File: src/rtl/rx_header_seeker.sv
// 64b/66b block-alignment search: slips the candidate header offset until LOCK_CNT good
// headers lock it, then drops lock after BAD_MAX bad headers in a WINDOW-check window.
// Optional: HEADER_SEEKER_GBOX_GATE_EN ignores strobes on the gearbox slip phase (gbox_cnt == 32).
module rx_header_seeker #(
   parameter int unsigned LOCK_CNT   = 32,
   parameter int unsigned BAD_MAX    = 16,
   parameter int unsigned WINDOW     = 64,
   parameter int unsigned MAX_OFFSET = 64
) (
   input  logic         clk_i,
   input  logic         rst_i,
   input  logic         buffer_dv,
   input  logic [193:0] gbox_buffer,
   input  logic [5:0]   gbox_cnt,
   output logic [6:0]   block_offset
);

   typedef enum logic [0:0] {StSearch, StLocked} state_e;

   localparam logic [5:0] GoodLast  = 6'(LOCK_CNT - 1);
   localparam logic [4:0] BadLast   = 5'(BAD_MAX - 1);
   localparam logic [6:0] WinLast   = 7'(WINDOW - 1);
   localparam logic [6:0] OffsetMax = 7'(MAX_OFFSET);

   state_e     state;
   logic [5:0] good_cnt;
   logic [6:0] win_cnt;
   logic [4:0] bad_cnt;

   logic       strobe;
   logic [7:0] lo_idx;
   logic [7:0] hi_idx;
   logic       hdr_ok;
   logic [6:0] slip_offset;

`ifdef HEADER_SEEKER_GBOX_GATE_EN
   assign strobe = buffer_dv && (gbox_cnt != 6'd32);
`else
   logic unused_gbox_cnt;
   assign unused_gbox_cnt = ^gbox_cnt;
   assign strobe = buffer_dv;
`endif

   // Header for offset k sits at bits {129+k, 128+k} of the live gearbox buffer.
   assign lo_idx      = {1'b0, block_offset} + 8'd128;
   assign hi_idx      = lo_idx + 8'd1;
   assign hdr_ok      = gbox_buffer[hi_idx] ^ gbox_buffer[lo_idx];
   assign slip_offset = (block_offset == OffsetMax) ? 7'd0 : block_offset + 7'd1;

   always_ff @(posedge clk_i or posedge rst_i) begin
      if (rst_i) begin
         state        <= StSearch;
         good_cnt     <= '0;
         win_cnt      <= '0;
         bad_cnt      <= '0;
         block_offset <= '0;
      end else if (strobe) begin
         unique case (state)
            StSearch: begin
               if (hdr_ok) begin
                  if (good_cnt == GoodLast) begin
                     state    <= StLocked;
                     good_cnt <= '0;
                     win_cnt  <= '0;
                     bad_cnt  <= '0;
                  end else begin
                     good_cnt <= good_cnt + 6'd1;
                  end
               end else begin
                  good_cnt     <= '0;
                  block_offset <= slip_offset;
               end
            end
            StLocked: begin
               // Loss of lock wins over a window rollover on the same check.
               if (!hdr_ok && (bad_cnt == BadLast)) begin
                  state        <= StSearch;
                  block_offset <= slip_offset;
                  good_cnt     <= '0;
                  win_cnt      <= '0;
                  bad_cnt      <= '0;
               end else if (win_cnt == WinLast) begin
                  win_cnt <= '0;
                  bad_cnt <= '0;
               end else begin
                  win_cnt <= win_cnt + 7'd1;
                  if (!hdr_ok) bad_cnt <= bad_cnt + 5'd1;
               end
            end
            default: state <= StSearch;
         endcase
      end
   end

endmodule

File: config.mk
export PLATFORM = sky130hd
export DESIGN_NAME = rx_header_seeker
export DESIGN_NICKNAME = d
export VERILOG_FILES = /design/src/rtl/rx_header_seeker.sv
export SDC_FILE = /design/constraint.sdc
export NUM_CORES = 1
export LEC_CHECK = 0
export CELL_PAD_IN_SITES_DETAIL_PLACEMENT = 1
export CELL_PAD_IN_SITES_GLOBAL_PLACEMENT = 2
export CORE_UTILIZATION = 20
export CTS_CLUSTER_DIAMETER = 100
export DETAILED_ROUTE_END_ITERATION = 6
export PLACE_DENSITY = 0.85
export SYNTH_ARGS = -nofsm -noshare
export SYNTH_HDL_FRONTEND = slang
export SYNTH_SLANG_ARGS = --single-unit
File: constraint.sdc
create_clock -name clk_i -period 5.1 [get_ports clk_i]
set_input_delay 1.53 -clock clk_i [delete_from_list [all_inputs] [get_ports clk_i]]
set_output_delay 1.53 -clock clk_i [all_outputs]
set_load 0.02 [all_outputs]
==> impl_metrics.json, run 1 <==
{
  "avgSynthCellArea_sq_um": 10.9,
  "fp-row-count": 44,
  "grt_pass1_vias": 2965,
  "cts_setup_buffers": 0,
  "violations": "DRC",
  "drt-vias-per-instance": 5.13,
  "synthSimpleGateAreaFrac": 0.177,
  "r2r_slack_ps": 1240,
  "synth_xor_area_frac": 0.0323,
  "crit_chain": "clkdlybuf4s50_1 > mux4_1 > mux4_2 > and3_4 > a21oi_4 > nand2_2 > and4_4 > nor2_4 > buf_4 > nand3_1 > o41ai_1",
  "min_period_over_period": 0.843,
  "drt_iter0_drc": 132,
  "gr-usage-all-layers": 0.124,
  "synth-adder-area-share": 0.0249,
  "slowest_stage": "mux4_1",
  "drtPass1Iterations": 6,
  "critPathCaptureType": "flop",
  "area_delta_synth_final_pct": 37.7,
  "fp.dieW_um": 125,
  "synth.area.mux_share": 0.354,
  "ys_types": 64,
  "dpl.hpwl_um": 7590,
  "io_pins": 210,
  "worstHoldStart": "win_cnt[6]",
  "ys_seq_elements": 26,
  "arrival_ps": 4430,
  "crit_path_start_kind": "input pin",
  "worst_slew_pin_slew_ps": 1010,
  "crit_type": "in2reg",
  "skew_ps": 1.85,
  "synthesis.nets": 487,
  "r2r_cells": 12,
  "fin_nets": 567,
  "min_to": "win_cnt[6]",
  "critical-path-top-delay-family": "multiplexers",
  "cts.path.max_buffers": 2,
  "r2r-start": "block_offset[0]",
  "synth_edf_count": 0,
  "worst-path-max-fanout": 12,
  "slew_headroom": 0.327,
  "dp.cells": 537,
  "holdBufCountCts": 0,
  "clk_pin_slew_worst_paths_ps": 60,
  "avgRoutedWirePerCell_um": 17.5,
  "num_antenna_cells": 0,
  "max_stage_delay_ps": 520,
  "antenna_found_initial": 0,
  "root_buffer": "clkbuf_16",
  "drive_gt1_frac": 0.160,
  "h-tree-depth": 1,
  "yosys_warnings": 0,
  "ant_nets": 0,
  "hold_violations": 0,
  "clk_latency_ps": 260,
  "max_freq_mhz": 233,
  "cts_made_buffers": 3,
  "cts_tree": "yes",
  "min_path_type": "reg2reg",
  "vdd_drop_max_mv": 0.356,
  "final-setup-viol-count": 0,
  "rsz0062_at_grt": "no",
  "core_sq_um": 14600,
  "synth_seq_area_share": 0.215,
  "maxCapViolations": 0,
  "grt_max_degree": 27,
  "synth-async-reset-ratio": 1.00,
  "final_cell_mix": "clkdlybuf4s50_1, mux4_2, dfrtp_1, nand2_1",
  "power.density_nw_per_um2": 501,
  "crit_required_ps": 5230,
  "syn_area_sq_um": 3020,
  "status": "finished with violations",
  "synthCells": 278,
  "synth-compound-area-share": 0.145,
  "fin_crit_ps": 4300,
  "initial_core_util": 0.206,
  "cts_sinks": 26,
  "holdPathStages": 1,
  "wirelength_um": 9470,
  "mostFrequentLayoutCell": "clkdlybuf4s50_1",
  "synth_top_family_by_area": "multiplexers",
  "routabilityCongestion": 0.781,
  "fin_cells": 541,
  "fin_setup_tns_ps": 0,
  "slew_viol_final": 0,
  "critical_path_cell_count": 11,
  "ctsResizeCount": 0,
  "die_y_um": 125,
  "port_buffers": 87,
  "die_area_sq_um": 15600,
  "gr-total-overflow": 0,
  "p_leak_nw": 1.59,
  "critPathBufInv": 2,
  "ys.flop_type": "dfrtp_1",
  "grt_pass1_wl_um": 15600,
  "via_count": 2775,
  "drc": 2,
  "reg2reg_to": "bad_cnt[2]"
}
==> cell type report <==
cell class / count / area, sq um
Clock buffer: 4 / 88.8
Fill cell: 1668 / 10500
Inverter: 15 / 56.3
Multi-Input combinational cell: 219 / 2210
Sequential cell: 26 / 652
Tap cell: 184 / 230
Timing Repair Buffer: 93 / 916
==> metal layers <==
| metal | share of wire | routed length (um) | GRT usage |
|---|---|---|---|
| met4 | 0.0042 | 40 | 0.0129 |
| met5 | 0 | 0 | 0 |
| met1 | 0.43 | 4100 | 0.155 |
| met2 | 0.52 | 4950 | 0.234 |
| met3 | 0.039 | 370 | 0.0146 |
==> worst max-delay path by stage <==
stage                     startpoint         endpoint  slack [ps]
floorplan           gbox_buffer[190]       bad_cnt[1]        1100
detailed placement  gbox_buffer[190]       bad_cnt[1]         560
global route        gbox_buffer[188]       bad_cnt[2]         630
CTS                 gbox_buffer[190]  block_offset[6]         830
finish              gbox_buffer[178]  block_offset[6]         800
global placement    gbox_buffer[190]       bad_cnt[1]         600
==> cell families after synthesis <==
family / count (synthesis)
muxes: 58
adders and majority gates: 6
buffers and inverters: 33
xor gates and xnor gates: 9
AOI/OAI and AO/OA: 53
DFF: 26
and+or+nand+nor: 93
==> sequential cells by signal, indices dropped and copies added (netlist names) <==
name,cells
good_cnt,6
win_cnt,7
block_offset,7
bad_cnt,5
state,1
==> report_power, final <==
part / switching [W] / leakage, nW / internal [W]
Sequential: 0.000138 / 0.334 / 0.000243
Combinational: 0.000766 / 1.22 / 0.000742
Clock: 0.0000727 / 0.0442 / 0.000120
==> through the flow <==
stage / util / area, sq um / hold slack, ps / setup slack [ps] / power (W)
floorplan: - / 3020 / 458 / 1100 / 0.00150
global route: 0.284 / 4160 / 528 / 626 / 0.00224
detailed placement: 0.278 / 4070 / 485 / 563 / 0.00191
finish: 0.284 / 4160 / 498 / 802 / 0.00208
CTS: 0.284 / 4160 / 501 / 831 / 0.00211
global placement: 0.278 / 4070 / 472 / 604 / 0.00187
==> cells in the mapped netlist (3+ instances only) <==
| library cell | count | area [sq um] |
|---|---|---|
| mux4_2 | 28 | 631 |
| dfrtp_1 | 26 | 651 |
| nand2_1 | 19 | 71.3 |
| mux2i_1 | 18 | 180 |
| nand3_1 | 18 | 90.1 |
| inv_1 | 14 | 52.6 |
| nor2_1 | 12 | 45.0 |
| a21oi_1 | 11 | 55.1 |
| mux4_1 | 8 | 210 |
| xnor2_1 | 7 | 61.3 |
| buf_2 | 6 | 30.0 |
| clkbuf_1 | 6 | 22.5 |
| ha_1 | 6 | 75.1 |
| a221o_1 | 5 | 50.1 |
| nand4b_1 | 5 | 43.8 |
| nor2b_1 | 5 | 31.3 |
| nor3_1 | 5 | 25.0 |
| nor4_1 | 5 | 31.3 |
| o21ai_0 | 5 | 25.0 |
| a2111oi_0 | 4 | 35.0 |
| a211o_1 | 3 | 26.3 |
| a211oi_1 | 3 | 22.5 |
| and2_1 | 3 | 18.8 |
| and3_1 | 3 | 18.8 |
| mux2_2 | 3 | 33.8 |
| o41ai_1 | 3 | 26.3 |
No activity file was read; power rests on OpenSTA's default activity.
==> inputs of run 2 (changes only) <==
Clock period 5.1 ns to 4.34 ns, I/O delays scaled along.
==> run 2 against run 1 <==
The flow still finishes with violations (DRC). First-iteration DRC count increased by 13%. Setup slack got worse by 470 ps. Die area did not move. Worst hold slack better by 1.7 ps. Flip-flop and latch count is the same. Power grew 24%. Critical endpoint is now win_cnt[2].
==> impl_metrics.json, run 2 (synthesized netlist as in run 1, its figures left out) <==
{
  "status": "finished with violations",
  "violations": "DRC",
  "clk_pin_slew_worst_paths_ps": 70,
  "mostFrequentLayoutCell": "clkdlybuf4s50_1",
  "slew_viol_final": 0,
  "holdBufCountCts": 0,
  "crit_chain": "clkdlybuf4s50_1 > mux4_1 > mux4_2 > and3_4 > a21oi_4 > nand2_2 > and4_4 > nor2_4 > buf_12 > a21oi_1 > a221o_1",
  "hold_violations": 0,
  "skew_ps": 3.38,
  "worst-path-max-fanout": 15,
  "avgRoutedWirePerCell_um": 17.9,
  "min_period_over_period": 0.924,
  "num_antenna_cells": 0,
  "min_path_type": "reg2reg",
  "cts_sinks": 26,
  "via_count": 2792,
  "drtPass1Iterations": 6,
  "fin_cells": 545,
  "drt-vias-per-instance": 5.12,
  "maxCapViolations": 0,
  "critPathCaptureType": "flop",
  "port_buffers": 87,
  "routabilityCongestion": 0.798,
  "critPathBufInv": 2,
  "fp-row-count": 44,
  "wirelength_um": 9780,
  "rsz0062_at_grt": "no",
  "grt_util_met1": 0.161,
  "clk_latency_ps": 260,
  "fp.dieW_um": 125,
  "fin_crit_ps": 4010,
  "final_cell_mix": "clkdlybuf4s50_1, mux4_2, dfrtp_1, nand2_1",
  "vdd_drop_max_mv": 0.250,
  "cts_setup_buffers": 0,
  "fin_area_sq_um": 4230,
  "area_delta_synth_final_pct": 40.0,
  "dpl_cell_area_sq_um": 4140,
  "grt_pass1_vias": 3060,
  "timing.final.ws_setup_ps": 330,
  "crit_type": "in2reg",
  "core_sq_um": 14600,
  "arrival_ps": 4160,
  "slew_headroom": 0.291,
  "met3_usage": 0.0185,
  "busiest_layer": "met2",
  "die_area_sq_um": 15600,
  "die_y_um": 125,
  "io_pins": 210,
  "power.density_nw_per_um2": 613,
  "grt_max_degree": 32,
  "nFillCells": 1676,
  "cts_made_buffers": 3,
  "antenna_found_initial": 0,
  "p_leak_nw": 1.63,
  "p_clk_frac": 0.089,
  "grt_pass1_wl_um": 16100,
  "gr-total-overflow": 0,
  "cts.path.max_buffers": 2,
  "power.internal_w": 0.00142,
  "ctsResizeCount": 0,
  "ant_nets": 0,
  "gr-usage-all-layers": 0.128,
  "root_buffer": "clkbuf_16",
  "critical-path-top-delay-family": "multiplexers",
  "use_met2": 0.223,
  "final-setup-viol-count": 0,
  "switchingPower_w": 0.00117,
  "crit_required_ps": 4490,
  "drive_gt1_frac": 0.169,
  "drt_iter0_drc": 149,
  "crit_path_start_kind": "input pin",
  "fin_setup_tns_ps": 0,
  "h-tree-depth": 1,
  "place_ws_ps": 59.2,
  "drc": 2,
  "top_regs": "block_offset x7, win_cnt x7, good_cnt x6",
  "max_freq_mhz": 249,
  "cts_tree": "yes",
  "fin_nets": 571,
  "dpl.hpwl_um": 7860,
  "slowest_stage": "mux4_1",
  "power_frac_seq": 0.160,
  "initial_core_util": 0.206,
  "max_stage_delay_ps": 530,
  "worst_slew_pin_slew_ps": 1060,
  "power_frac_comb": 0.750,
  "dp.cells": 541,
  "swShare": 0.453
}
## run 2: cell type report
type / count / area, sq um / share of cell area
multi-input cells: 219 / 2210 / 0.524
clock buffers: 4 / 88.8 / 0.0210
well taps: 184 / 230 / 0.0545
flip-flops and latches: 26 / 652 / 0.154
repair buffers: 97 / 983 / 0.233
inverters: 15 / 56.3 / 0.0133
## run 2: path summary, 6_finish.rpt
kind                             startpoint         endpoint  slack, ps  cells past startpoint
hold reg to reg                  win_cnt[6]       win_cnt[6]        500                      1
hold / removal                   win_cnt[6]       win_cnt[6]        500                      1
max in group asynchronous             rst_i  block_offset[0]       2010                      2
min in group asynchronous             rst_i      good_cnt[2]       1610                      2
setup reg to reg            block_offset[0]       win_cnt[2]        670                     11
setup / recovery           gbox_buffer[178]       win_cnt[2]        330                     11
## run 2: per-stage QoR
| step | power [W] | utilization | hold slack, ps |
|---|---|---|---|
| finish | 0.00259 | 0.289 | 500 |
| global route | 0.00277 | 0.289 | 524 |
| CTS | 0.00262 | 0.289 | 498 |
| detailed placement | 0.00238 | 0.282 | 477 |
| global placement | 0.00233 | 0.282 | 474 |
| floorplan | 0.00176 | - | 458 |
## run 2: worst reg2reg max path, delay by kind of cell (launching register included)
family                   cells  cell delay [ps]
AO/OA/AOI/OAI                4             1140
AND/OR/NAND/NOR              3              630
flip-flops                   1              590
multiplexers                 1              410
adder cells (fa/ha/maj)      1              610
buffers and inverters        2              240
## run 2: power by group through the flow
| stage | Sequential (W) | Clock, W | Combinational, W |
|---|---|---|---|
| floorplan | 0.000375 | 0 | 0.00139 |
| global placement | 0.000419 | 0 | 0.00191 |
| detailed placement | 0.000421 | 0 | 0.00196 |
| CTS | 0.000416 | 0.000238 | 0.00197 |
| global route | 0.000432 | 0.000246 | 0.00210 |
| finish | 0.000415 | 0.000232 | 0.00194 |
## run 2: per-layer routing
layer | wire, um | up-vias
li1 | - | 1288
met1 | 4200 | 1414
met2 | 5020 | 76
met3 | 356 | 14
met4 | 199 | 0
met5 | 0 | -
